## src/rtl/rom_seq_reader_if.sv

```systemverilog
// rtl/rom_seq_reader_if.sv - ROM lookup port and tagged output word stream of the ROM sequencer
interface rom_seq_reader_if #(
  parameter int ADDR_W = 3,
  parameter int DATA_W = 4
);
  logic [ADDR_W-1:0] rom_addr;
  logic [DATA_W-1:0] rom_data;
  logic              out_valid;
  logic              out_ready;
  logic [DATA_W-1:0] out_data;
  logic [ADDR_W-1:0] out_addr;
  logic              out_last;

  // Sequencer side: drives the ROM address and produces the stream.
  modport master (
    output rom_addr,
    input  rom_data,
    output out_valid,
    input  out_ready,
    output out_data,
    output out_addr,
    output out_last
  );

  // ROM plus downstream consumer side.
  modport slave (
    input  rom_addr,
    output rom_data,
    input  out_valid,
    output out_ready,
    input  out_data,
    input  out_addr,
    input  out_last
  );
endinterface

```

## src/rtl/rom_seq_reader.sv

```systemverilog
// rtl/rom_seq_reader.sv - walks consecutive ROM addresses and streams each word with address, last flag and running sum
module rom_seq_reader #(
  parameter int ADDR_W = 3,
  parameter int DATA_W = 4
) (
  input  logic                     clk,
  input  logic                     rst,
  input  logic                     start,
  input  logic [ADDR_W-1:0]        base_addr,
  input  logic [ADDR_W:0]          len,
  rom_seq_reader_if.master         bus,
  output logic                     busy,
  output logic                     done,
  output logic [DATA_W+ADDR_W-1:0] sum
);

  localparam int DEPTH = 1 << ADDR_W;
  localparam logic [ADDR_W:0] DEPTH_CNT = (ADDR_W + 1)'(DEPTH);

  typedef enum logic [1:0] {
    IDLE  = 2'd0,
    FETCH = 2'd1,
    OUT   = 2'd2,
    FIN   = 2'd3
  } state_t;

  state_t                     state;
  logic [ADDR_W:0]            remaining;
  logic [ADDR_W-1:0]          rom_addr_q;
  logic                       out_valid_q;
  logic [DATA_W-1:0]          out_data_q;
  logic [ADDR_W-1:0]          out_addr_q;
  logic                       out_last_q;
  logic [DATA_W+ADDR_W-1:0]   sum_q;

  assign bus.rom_addr  = rom_addr_q;
  assign bus.out_valid = out_valid_q;
  assign bus.out_data  = out_data_q;
  assign bus.out_addr  = out_addr_q;
  assign bus.out_last  = out_last_q;
  assign sum           = sum_q;

  // Status flags are pure decodes of the registered state.
  assign busy = (state != IDLE);
  assign done = (state == FIN);

  // Transfer sequencer: one ROM read per FETCH, held in OUT until the consumer takes it.
  always_ff @(posedge clk) begin
    if (rst) begin
      state       <= IDLE;
      remaining   <= '0;
      rom_addr_q  <= '0;
      out_valid_q <= 1'b0;
      out_data_q  <= '0;
      out_addr_q  <= '0;
      out_last_q  <= 1'b0;
      sum_q       <= '0;
    end else begin
      case (state)
        IDLE: begin
          if (start) begin
            sum_q <= '0;
            if (len != '0) begin
              rom_addr_q <= base_addr;
              // Requests longer than the ROM are clamped to a single full sweep.
              remaining  <= (len > DEPTH_CNT) ? DEPTH_CNT : len;
              state      <= FETCH;
            end else begin
              state      <= FIN;
            end
          end
        end
        FETCH: begin
          // rom_addr has been stable for a full cycle, so the combinational ROM output is settled.
          out_data_q  <= bus.rom_data;
          out_addr_q  <= rom_addr_q;
          out_valid_q <= 1'b1;
          out_last_q  <= (remaining == 1);
          state       <= OUT;
        end
        OUT: begin
          if (bus.out_ready) begin
            sum_q       <= sum_q + {{ADDR_W{1'b0}}, out_data_q};
            out_valid_q <= 1'b0;
            if (remaining == 1) begin
              state <= FIN;
            end else begin
              remaining  <= remaining - 1'b1;
              // Address arithmetic is modulo the ROM depth by width.
              rom_addr_q <= rom_addr_q + 1'b1;
              state      <= FETCH;
            end
          end
        end
        FIN: begin
          out_last_q <= 1'b0;
          state      <= IDLE;
        end
        default: state <= IDLE;
      endcase
    end
  end

endmodule

```

## src/flat_wrapper.sv

```systemverilog
// flat-port wrapper written by rule: the top's interface ports become plain ports
module rom_seq_reader_flat 
#(
  parameter int ADDR_W = 3,
  parameter int DATA_W = 4
)
  (clk, rst, start, base_addr, len, busy, done, sum, bus_rom_addr, bus_rom_data, bus_out_valid, bus_out_ready, bus_out_data, bus_out_addr, bus_out_last);
  rom_seq_reader_if #(.ADDR_W(ADDR_W), .DATA_W(DATA_W)) bus_i ();
  input  logic clk;
  input  logic rst;
  input  logic start;
  input  logic [ADDR_W-1:0] base_addr;
  input  logic [ADDR_W:0] len;
  output logic busy;
  output logic done;
  output logic [DATA_W+ADDR_W-1:0] sum;
  output wire logic [$bits(bus_i.rom_addr)-1:0] bus_rom_addr;
  input wire logic [$bits(bus_i.rom_data)-1:0] bus_rom_data;
  output wire logic [$bits(bus_i.out_valid)-1:0] bus_out_valid;
  input wire logic [$bits(bus_i.out_ready)-1:0] bus_out_ready;
  output wire logic [$bits(bus_i.out_data)-1:0] bus_out_data;
  output wire logic [$bits(bus_i.out_addr)-1:0] bus_out_addr;
  output wire logic [$bits(bus_i.out_last)-1:0] bus_out_last;
  assign bus_rom_addr = bus_i.rom_addr;
  assign bus_i.rom_data = bus_rom_data;
  assign bus_out_valid = bus_i.out_valid;
  assign bus_i.out_ready = bus_out_ready;
  assign bus_out_data = bus_i.out_data;
  assign bus_out_addr = bus_i.out_addr;
  assign bus_out_last = bus_i.out_last;
  rom_seq_reader #(.ADDR_W(ADDR_W), .DATA_W(DATA_W)) u_core (.clk(clk), .rst(rst), .start(start), .base_addr(base_addr), .len(len), .bus(bus_i), .busy(busy), .done(done), .sum(sum));
endmodule
```

## config.mk

```make
export PLATFORM = sky130hd
export DESIGN_NAME = rom_seq_reader_flat
export DESIGN_NICKNAME = d
export VERILOG_FILES = /design/src/rtl/rom_seq_reader_if.sv /design/src/rtl/rom_seq_reader.sv /design/src/flat_wrapper.sv
export SDC_FILE = /design/constraint.sdc
export NUM_CORES = 1
export LEC_CHECK = 0
export CORE_MARGIN = 3
export CORE_UTILIZATION = 40
export DETAILED_ROUTE_END_ITERATION = 10
export PLACE_DENSITY = 0.68
export SKIP_LAST_GASP = 1
export SLEW_MARGIN = 10
export SYNTH_ARGS = -nofsm -noshare
export SYNTH_HDL_FRONTEND = slang
export SYNTH_SLANG_ARGS = --single-unit
```

## constraint.sdc

```tcl
create_clock -name clk -period 4.4 [get_ports clk]
set_clock_uncertainty 0.1 [all_clocks]
set_input_delay 0.66 -clock clk [delete_from_list [all_inputs] [get_ports clk]]
set_output_delay 0.66 -clock clk [all_outputs]
set_load 0.02 [all_outputs]
```

# After elaboration in Yosys (flattened, before gate mapping)
# Cells that the tools add are included.
dict set report word_totals {
  ff_bits 25
  output_inout_bits 21
}
dict set report classes {
  mux 22
  n_lt_le_gt_ge 1
  n_reduce_logical 10
  addsub 3
  eq_ne 8
}
# cell n
set op_table {}
lappend op_table {{two-way mux 4 bit} 5}
lappend op_table {{two-way mux 7 bit} 2}
lappend op_table {{one-hot mux 7 bit (2 select lines)} 1}
lappend op_table {{two-way mux 3 bit} 4}
lappend op_table {{two-way mux 2 bit} 4}
lappend op_table {{one-hot mux 2 bit (4 select lines)} 1}
lappend op_table {{one-hot mux 4 bit (2 select lines)} 1}
lappend op_table {{nonzero test 2 bit} 4}
lappend op_table {{adder 7 x 4 -> 7 bit} 1}
lappend op_table {{inequality test 2 bit (second input constant)} 3}
lappend op_table {{one-hot mux 3 bit (2 select lines)} 1}
lappend op_table {{AND reduction 5 bit} 1}
lappend op_table {{== test 2 bit (second input constant)} 2}
lappend op_table {{== test 4 x 1 -> 1 bit (second input constant)} 1}
lappend op_table {{greater-than comparator 4 bit (second input constant)} 1}
lappend op_table {{one-hot mux 1 bit (2 select lines)} 2}
lappend op_table {{AND reduction 2 bit} 2}
lappend op_table {{nonzero test 4 bit} 1}
lappend op_table {{subtractor 4 x 1 -> 4 bit (second input constant)} 1}
lappend op_table {{adder 3 x 1 -> 3 bit (second input constant)} 1}
lappend op_table {{AND reduction 3 bit} 1}
lappend op_table {{== test 2 x 1 -> 1 bit (second input constant)} 1}
lappend op_table {{logical NOT 2 bit} 1}
lappend op_table {{inequality test 2 x 1 -> 1 bit (second input constant)} 1}
lappend op_table {{two-way mux 1 bit} 1}

# Logic depth before layout (Yosys ltp)
dict set report depth {
  depth_word 5
  depth_mapped 6
  ltp_nobuf 6
}

# Worst setup path before layout
# Ideal clock, no wire load.
dict set report synth_path {
  path_kind {input port to flip-flop}
  start {input port len[1]}
  end {register u_core.rom_addr_q[1] (netlist: u_core.bus.rom_addr[1])}
  path_stages 5
  required_ps 4149
  slack_ps 2333
  setup_ps 151
  arrival_time_ps 1816
  cell_sequence {or4_1 or2_2 buf_2 a21oi_1 a311oi_1}
}
dict set report synth_via {
  elab_chain_len 3
}
# element line_no
set synth_rtl {}
lappend synth_rtl {{start: declaration} flat_wrapper.sv:13} ;# input logic [ADDR_W:0] len;
lappend synth_rtl {{nonzero test 4 bit} rom_seq_reader.sv:63} ;# if (len != '0) begin
lappend synth_rtl {{inequality test 2 x 1 -> 1 bit (no line)} --}
lappend synth_rtl {{AND reduction 5 bit (no line)} --}
lappend synth_rtl {{end signal: assignment} rom_seq_reader.sv:64} ;# rom_addr_q <= base_addr;
lappend synth_rtl {{end signal: assignment} rom_seq_reader.sv:90} ;# rom_addr_q <= rom_addr_q + 1'b1;
lappend synth_rtl {{end: declaration} rom_seq_reader.sv:29} ;# logic [ADDR_W-1:0] rom_addr_q;
# Every way passes these cells.
# A chain may end at the register's enable or synchronous reset.

# Final worst setup path
dict set report layout_path {
  start {register u_core.state[0]}
  end {output port busy}
}
dict set report layout_via {
  elab_chain_len 1
}
# element line_no
set layout_rtl {}
lappend layout_rtl {{start: declaration} rom_seq_reader.sv:27} ;# state_t state;
lappend layout_rtl {{start signal: assignment} rom_seq_reader.sv:50} ;# state <= IDLE;
lappend layout_rtl {{start signal: assignment} rom_seq_reader.sv:67} ;# state <= FETCH;
lappend layout_rtl {{start signal: assignment} rom_seq_reader.sv:69} ;# state <= FIN;
lappend layout_rtl {{nonzero test 2 bit} rom_seq_reader.sv:44} ;# assign busy = (state != IDLE);
lappend layout_rtl {{end: declaration} flat_wrapper.sv:14} ;# output logic busy;
# Every way passes these cells.

==> results.md <==
* Area of the die at slightly above 4000 µm²
* Fraction of layout cells with a size suffix above 1 at 3.191%
* Ports at 36
* Top Usage Layer GRT: met2
* Rel. slew slack at 38.00%
* Worst-path clk slew at ~0.15 ns
* Syn Inst Count at 160
* Yosys reg bits at 25
* Pin count of the biggest net entering global routing at 26
* Worst-margin pin slew at 0.9271 ns
* Final HPWL DP at 2.420 mm
* Worst-Skew Late Latency at 0.31 ns
* Hold Crit Start: u_core.bus.out_addr[2]$_SDFFE_PP0P_
* NumNets Final at 212
* DRC errors left at 0
* Met1 Resource Use GR at 24.65%
* CP Launch Type: register
* Slowest cell on crit path: clkdlybuf4s50_1
* Area of the mapped netlist at between 1000 and 1500 µm²
* Ant diodes at 0
* Core box area at between 3000 and 4000 µm²
* Final Wtd Congestion at 0.9827
* 1st-pass router iterations at 4
* Total track usage at 17.19%
* Post-synth top area cell: dfxtp_1
* R2R depth at 6
* Die Ht at 63.58 µm
* Worst hold path class: reg -> reg
* Finished Core Util at 55.04%
* Reg2Reg Launch Point: u_core.remaining[1]$_SDFFE_PP0P_
* Slowest Stage Delay on Critical Path at between 0.6 and 0.7 ns
* Critical path, cell by cell: or2_2 > clkdlybuf4s50_1
* Vias per cell at 5.522
* Peak supply drop at 144.0 µV
* Synth top area share at a little under two fifths
* PostCTS Resize Cnt at 0
* Iteration-0 DRC Markers at 66
* Total wire length at 3.214 mm
* RSZ-0062 raised after global routing: no
* RR Endpoint: u_core.bus.rom_addr[1]$_SDFFE_PP0P_
* Initial antenna violation count at 0
* # hold bufs at CTS at 0
* Max-cap violations at 0
* Final worst path period share at 56.85%
* Most common cell after layout, fill and taps aside: clkdlybuf4s50_1
* Commonest cells after routing, fill and taps aside: clkdlybuf4s50_1 (35), dfxtp_1 (25), nand2_1 (20)
* Met3 Use GR at 2.674%
* Max-slew violations at 0
* Critical Path Sink: busy
* Max frequency at 0.3998 GHz
* IO Port Bufs at 35
* Final Hold Viols at 0
* Overflow after GRT at 0
* Synth area leaders: dfxtp_1 (38%), ha_1 (6.6%), a21oi_1 (5.7%)
* Vias in the first global route at 1,174
* Fin crit period at roughly 2.5 ns
* Outcome: finished clean
* Synth Warn # at 0
* Die Wd at ~64 µm
* Max Buffers Root-to-Sink at 2
* Pleak at 0.6426 nW
* Setup CP Type: reg -> out
* Cell Rows at 20
* H-tree depth at 1
* Power Density at 267.6 nW/µm²
* Setup bufs post-CTS at 0
* First-pass GRT wire length at around 5.7 mm
* Setup violators final at 0
* Worst-path maximum fanout at 13
* Vias post-DR at 1,281
* Sequential area share after synthesis at a little under two fifths
* Wire per inst at roughly 14 µm
* Syn_nets at around 180
* Reg-to-reg slack, setup at 2.39 ns
* Synth cell types at 39
* Area Overhead vs Synth at 28.77%
* Setup TNS at 0 ns
* Critical Path RT at 3.64 ns
* Starting Density at 42.74%
* GR met2 Demand/Resource at a little over a quarter
* Antenna Nets Post-Route at 0
* Syn_area_per_cell at 8.289 µm²
* Worst Setup SP: u_core.state[0]$_SDFFE_PP0P_
* Crit path capture type: output port
* Arrival @ worst endpoint at 1.74 ns
* Clock sink count at 25
* CTS tree: done
* Root Buffer: clkbuf_4
* Num CTS Buffers at 3
routing by layer:
layer,vias up,wire [µm]
li1,633,-
met4,0,15
met5,-,0
met2,37,1491
met1,609,1522
met3,2,185
worst min path at each step:
| stage | cells past startpoint | endpoint | slack [ns] |
|---|---|---|---|
| floorplan | 2 | u_core.remaining[3]$_SDFFE_PP0P_ | 0.36 |
| global placement | 2 | u_core.bus.out_addr[1]$_SDFFE_PP0P_ | 0.35 |
| detailed placement | 2 | u_core.bus.out_addr[2]$_SDFFE_PP0P_ | 0.35 |
| CTS | 2 | u_core.bus.out_addr[2]$_SDFFE_PP0P_ | 0.37 |
| global route | 2 | u_core.bus.out_addr[0]$_SDFFE_PP0P_ | 0.41 |
| finish | 2 | u_core.bus.out_addr[2]$_SDFFE_PP0P_ | 0.37 |
worst max-delay path: cells and delay by family, from the launching register on:
family | cells | cell delay [ns]
buf+inv | 1 | 0.61
flops | 1 | 0.58
simple gates | 1 | 0.23
kinds of logic after synthesis:
group	synth area share, %
AOI/OAI and AO/OA	21.98
xor gates and xnor gates	0.6605
adders and majority gates	8.113
buffers and inverters	5.000
DFF	37.74
muxes	3.019
and+or+nand+nor	23.49
final cells by class:
class,count,area [µm²]
well taps,44,55.05
repair buffers,35,350.3
flip-flops and latches,25,500.5
clock buffers,3,22.52
clock inverters,1,5.005
inverters,4,15.01
multi-input cells,120,759.5
fillers,311,1395
cells in the mapped netlist, drive strengths merged:
| master | number |
|---|---|
| a211o | 2 |
| a211oi | 3 |
| a21boi | 2 |
| a21o | 2 |
| a21oi | 15 |
| a22oi | 3 |
| a311oi | 1 |
| a31oi | 3 |
| and2 | 1 |
| buf | 3 |
| clkbuf | 8 |
| dfxtp | 25 |
| fa | 1 |
| ha | 7 |
| inv | 4 |
| mux2i | 4 |
| nand2 | 20 |
| nand2b | 3 |
| nand3 | 1 |
| nand3b | 1 |
| nand4 | 2 |
| nand4b | 1 |
| nor2 | 11 |
| nor2b | 4 |
| nor3 | 4 |
| nor3b | 5 |
| o211ai | 2 |
| o21ai | 7 |
| o22ai | 2 |
| o311ai | 1 |
| o31ai | 1 |
| o41ai | 2 |
| or2 | 3 |
| or3 | 2 |
| or4 | 3 |
| xor2 | 1 |
flip-flops by register name, summed over array words and instances, names as in the netlist:
signal / cells
u_core.bus.out_addr: 3
u_core.bus.out_data: 4
u_core.bus.out_last: 1
u_core.bus.out_valid: 1
u_core.bus.rom_addr: 3
u_core.remaining: 4
u_core.state: 2
u_core.sum: 7
stage by stage:
step | std cells | power (mW) | hold WS, ns | area (µm²) | setup WS [ns]
floorplan | 160 | 0.3162 | 0.3616 | 1326 | 2.333
global placement | 228 | 0.3538 | 0.3461 | 1680 | 1.814
detailed placement | 228 | 0.3560 | 0.3492 | 1680 | 1.708
CTS | 232 | 0.4589 | 0.3714 | 1708 | 1.897
global route | 232 | 0.4825 | 0.4134 | 1708 | 1.780
finish | 232 | 0.4570 | 0.3720 | 1708 | 1.899
power breakdown:
group          total [mW]  switching, mW  leakage, nW  internal [mW]
registers           0.251         0.0135        0.204          0.238
logic               0.101         0.0535        0.421         0.0470
clock network       0.105         0.0713       0.0177         0.0340
total               0.457          0.138        0.643          0.319
No activity file was read; power rests on OpenSTA's default activity.
